**src/rtl/io_btn_in_if.sv**
```systemverilog
// IO bus bundle for io_btn_in: write port, read address and the read-mux chain data.
interface io_btn_in_if;
    // dma_io_we qualifies wadr/wdata for exactly one clock edge; there is no back-pressure.
    // dma_io_radr selects read data combinationally; rdata_in flows through on a miss.
    logic        dma_io_we;
    logic [15:2] dma_io_wadr;
    logic [31:0] dma_io_wdata;
    logic [15:2] dma_io_radr;
    logic [31:0] dma_io_rdata_in;
    logic [31:0] dma_io_rdata;

    modport master (
        output dma_io_we, dma_io_wadr, dma_io_wdata, dma_io_radr, dma_io_rdata_in,
        input  dma_io_rdata
    );

    modport slave (
        input  dma_io_we, dma_io_wadr, dma_io_wdata, dma_io_radr, dma_io_rdata_in,
        output dma_io_rdata
    );
endinterface

```
**src/rtl/io_btn_in.sv**
```systemverilog
// Four-channel button input: 2-flop sync, counter debounce, W1C press/release events, level IRQ.
// Optional feature macro: IO_BTN_IRQ_EN enables the IRQEN register and btn_irq.
module io_btn_in #(
    parameter int DB_CNT = 20000,
    parameter int CNT_W  = 16
) (
    input  logic             clk,
    input  logic             rst_n,
    io_btn_in_if.slave       bus,
    input  logic [3:0]       btn_in,
    output logic             btn_irq
);
    localparam logic [15:2]      ADR_LEVEL = 14'h3F84;
    localparam logic [15:2]      ADR_EVENT = 14'h3F85;
    localparam logic [15:2]      ADR_IRQEN = 14'h3F86;
    localparam logic [CNT_W-1:0] CNT_LAST  = CNT_W'(DB_CNT - 1);

    logic [3:0]       r_sync1;
    logic [3:0]       r_sync2;
    logic [3:0]       r_stable;
    logic [CNT_W-1:0] r_cnt [4];
    logic [7:0]       r_event;

    logic [3:0]       w_hit;
    logic [7:0]       w_set;
    logic [7:0]       w_clr;
    logic [7:0]       w_irqen;

    always_ff @(posedge clk or negedge rst_n) begin
        if (!rst_n) begin
            r_sync1 <= '0;
            r_sync2 <= '0;
        end else begin
            r_sync1 <= btn_in;
            r_sync2 <= r_sync1;
        end
    end

    // A channel flips on the DB_CNT-th consecutive cycle of disagreement.
    always_comb begin
        w_hit = '0;
        for (int i = 0; i < 4; i++) begin
            w_hit[i] = (r_sync2[i] != r_stable[i]) && (r_cnt[i] == CNT_LAST);
        end
    end

    // Press when the old level was 0, release when it was 1.
    assign w_set = {w_hit & r_stable, w_hit & ~r_stable};

    always_ff @(posedge clk or negedge rst_n) begin
        if (!rst_n) begin
            r_stable <= '0;
            for (int i = 0; i < 4; i++) begin
                r_cnt[i] <= '0;
            end
        end else begin
            for (int i = 0; i < 4; i++) begin
                if (r_sync2[i] == r_stable[i]) begin
                    r_cnt[i] <= '0;
                end else if (w_hit[i]) begin
                    r_stable[i] <= r_sync2[i];
                    r_cnt[i]    <= '0;
                end else begin
                    r_cnt[i] <= r_cnt[i] + 1'b1;
                end
            end
        end
    end

    assign w_clr = (bus.dma_io_we && (bus.dma_io_wadr == ADR_EVENT)) ? bus.dma_io_wdata[7:0] : 8'h00;

    // Set is applied after clear so a simultaneous set wins.
    always_ff @(posedge clk or negedge rst_n) begin
        if (!rst_n) begin
            r_event <= '0;
        end else begin
            r_event <= (r_event & ~w_clr) | w_set;
        end
    end

`ifdef IO_BTN_IRQ_EN
    logic [7:0] r_irqen;

    always_ff @(posedge clk or negedge rst_n) begin
        if (!rst_n) begin
            r_irqen <= '0;
        end else if (bus.dma_io_we && (bus.dma_io_wadr == ADR_IRQEN)) begin
            r_irqen <= bus.dma_io_wdata[7:0];
        end
    end

    assign w_irqen = r_irqen;
    assign btn_irq = |(r_event & r_irqen);
`else
    assign w_irqen = 8'h00;
    assign btn_irq = 1'b0;
`endif

    logic w_unused_wdata;
    assign w_unused_wdata = ^bus.dma_io_wdata[31:8];

    always_comb begin
        bus.dma_io_rdata = bus.dma_io_rdata_in;
        case (bus.dma_io_radr)
            ADR_LEVEL: bus.dma_io_rdata = {28'h0, r_stable};
            ADR_EVENT: bus.dma_io_rdata = {24'h0, r_event};
            ADR_IRQEN: bus.dma_io_rdata = {24'h0, w_irqen};
            default:   ;
        endcase
    end
endmodule

```
**src/flat_wrapper.sv**
```systemverilog
// flat-port wrapper written by rule: the top's interface ports become plain ports
module io_btn_in_flat 
#(
    parameter int DB_CNT = 20000,
    parameter int CNT_W  = 16
)
  (clk, rst_n, btn_in, btn_irq, bus_dma_io_we, bus_dma_io_wadr, bus_dma_io_wdata, bus_dma_io_radr, bus_dma_io_rdata_in, bus_dma_io_rdata);
  io_btn_in_if bus_i ();
  input  logic clk;
  input  logic rst_n;
  input  logic [3:0] btn_in;
  output logic btn_irq;
  input wire logic [$bits(bus_i.dma_io_we)-1:0] bus_dma_io_we;
  input wire logic [$bits(bus_i.dma_io_wadr)-1:0] bus_dma_io_wadr;
  input wire logic [$bits(bus_i.dma_io_wdata)-1:0] bus_dma_io_wdata;
  input wire logic [$bits(bus_i.dma_io_radr)-1:0] bus_dma_io_radr;
  input wire logic [$bits(bus_i.dma_io_rdata_in)-1:0] bus_dma_io_rdata_in;
  output wire logic [$bits(bus_i.dma_io_rdata)-1:0] bus_dma_io_rdata;
  assign bus_i.dma_io_we = bus_dma_io_we;
  assign bus_i.dma_io_wadr = bus_dma_io_wadr;
  assign bus_i.dma_io_wdata = bus_dma_io_wdata;
  assign bus_i.dma_io_radr = bus_dma_io_radr;
  assign bus_i.dma_io_rdata_in = bus_dma_io_rdata_in;
  assign bus_dma_io_rdata = bus_i.dma_io_rdata;
  io_btn_in #(.DB_CNT(DB_CNT), .CNT_W(CNT_W)) u_core (.clk(clk), .rst_n(rst_n), .bus(bus_i), .btn_in(btn_in), .btn_irq(btn_irq));
endmodule
```
**config.mk**
```make
export PLATFORM = sky130hd
export DESIGN_NAME = io_btn_in_flat
export DESIGN_NICKNAME = d
export VERILOG_FILES = /design/src/rtl/io_btn_in_if.sv /design/src/rtl/io_btn_in.sv /design/src/flat_wrapper.sv
export SDC_FILE = /design/constraint.sdc
export NUM_CORES = 1
export LEC_CHECK = 0
export ABC_AREA = 1
export CORE_UTILIZATION = 53
export DETAILED_ROUTE_END_ITERATION = 8
export GPL_TIMING_DRIVEN = 0
export PLACE_DENSITY = 0.95
export SLEW_MARGIN = 25
export SYNTH_ARGS = -nofsm -noshare
export SYNTH_HDL_FRONTEND = slang
export SYNTH_SLANG_ARGS = --single-unit
```
**constraint.sdc**
```tcl
create_clock -name clk -period 2.1 [get_ports clk]
set_input_delay 0.21 -clock clk [delete_from_list [all_inputs] [get_ports clk]]
set_output_delay 0.21 -clock clk [all_outputs]
set_load 0.005 [all_outputs]
```
== After elaboration in Yosys (flattened, before gate mapping) ==
Index checks and enable logic that the tools add are counted.
Storage, ports and cells
  bits in writable memories: 0
  input port bits: 99
  flip-flop bits (word level): 84
  memories kept: 0
  latch bits: 0
  ROM bits: 0
  word-level logic and storage cells: 60
Operators by class
  muxes and demuxes: 10
  order comparisons: 0
  $add $sub $neg: 4
  equal/unequal tests: 16
  bitwise gates (word level): 10
  divide/modulo/power cells: 0
  shifts and indexed selects: 0
  multipliers: 0
  reductions and logical operators: 9
Operators with widths (number)
  $mux W16: 8
  $pmux W32 S3: 1
  $add A16 B1 Y16 const B: 4
  $eq A16 B15 Y1 const B: 4
  $eq A14 B14 Y1 const B: 4
  $and A4 B4 Y4: 2
  $and A8 B8 Y8: 1
  $mux W8: 1
  $not A8 Y8: 1
  $or A8 B8 Y8: 1
  $reduce_and A2 Y1: 4
  $logic_and A1 B1 Y1: 5
  $eq A1 B1 Y1: 4
  $ne A1 B1 Y1: 4
  $not A1 Y1: 4
  $not A4 Y4: 1

== Depth between registers and ports, before layout ==
  depth in word-level cells: 6
  gate-level depth with buffers: 9
  depth with buffers taken out: 9

== Worst setup path before layout ==
No wires, ideal clock.
  path kind: register to register
  start point: register u_core.r_cnt[16] (netlist bit)
  end point: register u_core.r_cnt[30] (netlist bit)
  setup slack: 812 ps
  cell stages (with the launch flop): 7
  arrival time: 1168 ps
  required time: 1980 ps
  setup time: 120 ps
  cells stage by stage: dfrtp_1 > ha_1 > nand2_1 > nor2_1 > nand3_2 > nand2_1 > nor2_1
On the way
  longest elaborated chain between the ends: 4
Ends and longest elaborated chain
  start, declared: RTL line io_btn_in.sv:21  | logic [CNT_W-1:0] r_cnt [4];
  start signal, assigned by index: RTL line io_btn_in.sv:64  | r_cnt[i] <= r_cnt[i] + 1'b1;
  parallel branches: the longest is 2 deep, another holds $add A16 B1 Y16
  $mux W16 *: RTL line io_btn_in.sv:60  | end else if (w_hit[i]) begin
  $mux W16 *: RTL line io_btn_in.sv:58  | if (r_sync2[i] == r_stable[i]) begin
Every way passes the cells marked *.
A chain may end at the register's enable or synchronous reset.

== Final worst setup path ==
  start point: input bus_dma_io_radr[1]
  end point: output bus_dma_io_rdata[1]
On the way
  longest elaborated chain between the ends: 2
Ends and longest elaborated chain
  start, declared: RTL line flat_wrapper.sv:16  | input wire logic [$bits(bus_i.dma_io_radr)-1:0] bus_dma_io_radr;
  $eq A14 B14 Y1: RTL line io_btn_in.sv:104  | case (bus.dma_io_radr)
  $pmux W32 S3 *: RTL line io_btn_in.sv:104
  end, declared: RTL line flat_wrapper.sv:18  | output wire logic [$bits(bus_i.dma_io_rdata)-1:0] bus_dma_io_rdata;
Every way passes the cells marked *; elsewhere a longest branch is shown, timed or not.

==> results.sh <==
export IMPL_power_mw=3.33
export IMPL_arrival_ns=1.88
export IMPL_cts_tree="yes"
export IMPL_min_period_ns=2.09
export IMPL_r2r_start="u_core.r_cnt[16]"
export IMPL_seqPwrFrac=0.499
export IMPL_utilization=0.755
export IMPL_final_cell_mix="nand2_1 (134), nor2_1 (120), inv_1 (114)"
export IMPL_num_io_pins=132
export IMPL_fp_dieW_um=98.0
export IMPL_drcViolationCount=19
export IMPL_rows=34
export IMPL_slowest_stage="clkdlybuf4s50_1"
export IMPL_holdWs_ns=0.277
export IMPL_clk_path_buf_depth=2
export IMPL_cp_startpoint="bus_dma_io_radr[1]"
export IMPL_clock_insertion_delay_worst_skew_ns=0.37
export IMPL_p_sw_frac=0.238
export IMPL_path_cells="clkdlybuf4s50_1 -> inv_1 -> nor2_2 -> nand2_2 -> nor2_4 -> nand2_8 -> buf_4 -> nand4_1 -> nand2_1 -> dlygate4sd2_1"
export IMPL_drt_pass1_iterations=9
export IMPL_start_util=0.554
export IMPL_clk_pin_slew_ns=0.09
export IMPL_die_area_um2=9590
export IMPL_maxCapViolCount=0
export IMPL_slowest_delay_ns=0.50
export IMPL_path_class="primary input to output pin"
export IMPL_cts_buffers_inserted=9
export IMPL_nets=923
export IMPL_routed_wl_mm=14.6
export IMPL_wl_per_cell_um=15.6
export IMPL_ant_nets=0
export IMPL_min_path_type="primary input to flop"
export IMPL_critPathRequiredTime_ns=1.89
export IMPL_crit_path_end="bus_dma_io_rdata[1]"
export IMPL_outcome="complete, but fails checks"
export IMPL_drive_gt1_frac=0.122
export IMPL_gr_total_overflow=0
export IMPL_drtIter0Drc=442
export IMPL_slew_viol_final=0
export IMPL_cp_max_fo=4
export IMPL_r2r_cells=6
export IMPL_max_freq_ghz=0.478
export IMPL_syn_area_per_cell_um2=7.29
export IMPL_slew_headroom=0.549
export IMPL_final_common_cell="nand2_1"
export IMPL_synth_cells=669
export IMPL_p_leak_nw=3.19
export IMPL_startpoint_type="primary input"
export IMPL_violations="DRC"
export IMPL_grt_max_degree=56
export IMPL_core_area_um2=8810
export IMPL_place_congestion=0.958
export IMPL_dpl_cell_area_um2=6100
export IMPL_tightest_slew_ns=0.672
export IMPL_diodes=0
export IMPL_port_buffers=106
export IMPL_finalHoldViolCount=0
export IMPL_combinationalPowerShare=0.107
export IMPL_max_vdd_ir_drop_mv=0.332
export IMPL_synth_fp_nets=772
export IMPL_routed_via_density=5.60
export IMPL_ys_seq_elements=84
export IMPL_pwr_share_clk=0.394
export IMPL_skew_ns=0.00975
export IMPL_fin_crit_sh=0.997
export IMPL_dpl_hpwl_mm=9.56
export IMPL_area_delta_synth_final_pct=36.2
export IMPL_reg2reg_to="u_core.r_cnt[26]"
export IMPL_cts_root_buf="clkbuf_8"
export IMPL_antenna_found_initial=0
export IMPL_switching_power_uw=793
export IMPL_design_area_um2=6650
export IMPL_powerDensity_nw_per_um2=501
export IMPL_ys_warn_count=0
export IMPL_grt_pass1_wl_mm=23.1
export IMPL_final_setup_viol_count=0
export IMPL_clock_sinks=84
export IMPL_grt_pass1_vias=5148
export IMPL_r2r_setup_slack_ns=0.49
export IMPL_yosysUniqueCellTypes=27
export IMPL_synth_area_um2=4880
export IMPL_rsz0062_at_grt="yes"
export IMPL_finalSetupTns_ns=0
export IMPL_die_y_um=98.0
export IMPL_grt_usage=0.300
export IMPL_vias=5227
export IMPL_h_tree_depth=3
export IMPL_yosysSeqAreaShare=0.431
export IMPL_endpoint_kind="output pin"
export IMPL_intPower_mw=2.54
==> worst max-delay path, delay by kind of cell <==
family,cells,cell delay (ns)
buffers and inverters,4,1.01
and+or+nand+nor,6,0.66
==> layer usage <==
metal  routed length (um)  part of all wire  global-route usage  vias to the layer above
li1                     -                 -                   -                     2420
met1                 5180              0.36               0.340                     2464
met2                 7500              0.51               0.543                      291
met3                 1240             0.085              0.0429                       52
met4                  647             0.044               0.161                        0
met5                    0                 0                   0                        -
==> Yosys cell counts, drive strengths merged <==
master / n / area, um^2
a211oi: 3 / 22.5
a21oi: 5 / 25.0
buf: 4 / 37.5
conb: 1 / 3.75
dfrtp: 84 / 2100
ha: 4 / 50.1
inv: 116 / 435
nand2: 143 / 554
nand3: 74 / 400
nand3b: 9 / 67.6
nand4: 37 / 231
nor2: 129 / 497
nor3: 16 / 95.1
nor3b: 6 / 45.0
o21ai: 12 / 60.1
o21bai: 4 / 30.0
xnor2: 6 / 82.6
xor2: 16 / 140
==> sequential cells by signal, indices dropped and copies added, names as in the netlist <==
name             flops
u_core.r_cnt        64
u_core.r_sync2       4
u_core.r_stable      4
u_core.r_event       8
u_core.r_sync1       4
==> stage by stage <==
stage / worst slack, ns / instances
after floorplan: 0.812 / 669
after global placement: -2.08 / 883
after detailed placement: -0.358 / 884
after CTS: -0.147 / 921
after global routing: -0.0353 / 933
final: 0.00590 / 933
==> final cells by class <==
class,count,area [um^2]
buffer,4,45.0
clock buffer,10,138
clock inverter,6,87.6
fill,617,2160
inverter,116,440
multi-input combinational,465,2390
sequential,84,2100
tap,108,135
timing repair buffer,140,1310
==> cell families (layout without fill, tap and decap cells) <==
family	count (synthesis)	after routing	share of synthesized area
AND/OR/NAND/NOR	414	414	0.387
buffers and inverters	120	276	0.0969
flip-flops	84	84	0.431
AO/OA/AOI/OAI	24	24	0.0282
XOR/XNOR	22	22	0.0456
adder cells (fa/ha/maj)	4	4	0.0103
other	1	1	0.000768
==> worst min path at each step <==
| stage | start | end | slack [ns] | cells after the start |
|---|---|---|---|---|
| 2_1_floorplan | rst_n | u_core.r_cnt[0] | -0.09 | 0 |
| 3_3_place_gp | u_core.r_sync1[3] | u_core.r_sync2[3] | 0.34 | 0 |
| 3_5_place_dp | rst_n | u_core.r_cnt[43] | 0.17 | 1 |
| 4_1_cts | btn_in[1] | u_core.r_sync1[1] | 0.28 | 1 |
| 5_1_grt | btn_in[1] | u_core.r_sync1[1] | 0.28 | 1 |
| 6_report | btn_in[0] | u_core.r_sync1[0] | 0.28 | 1 |
==> power groups by stage <==
| stage | Sequential (mW) | Combinational, mW | Clock (mW) |
|---|---|---|---|
| 3_5_place_dp | 1.69 | 0.364 | 0 |
| 4_1_cts | 1.66 | 0.350 | 1.32 |
| 6_report | 1.66 | 0.356 | 1.31 |
| 5_1_grt | 1.67 | 0.387 | 1.40 |
| 3_3_place_gp | 1.69 | 0.348 | 0 |
| 2_1_floorplan | 1.69 | 0.0978 | 0 |
==> repair_timing <==
action / CTS / global route
resized for setup: 61 / 53
buffers inserted: 17 / 12
hold buffers: 1 / 0
setup endpoints to repair: 32 / 27
gates cloned: 3 / 0
endpoints found under the hold margin: 29 / 0
pin swaps: 5 / 15
No activity file was read; power rests on OpenSTA's default activity.
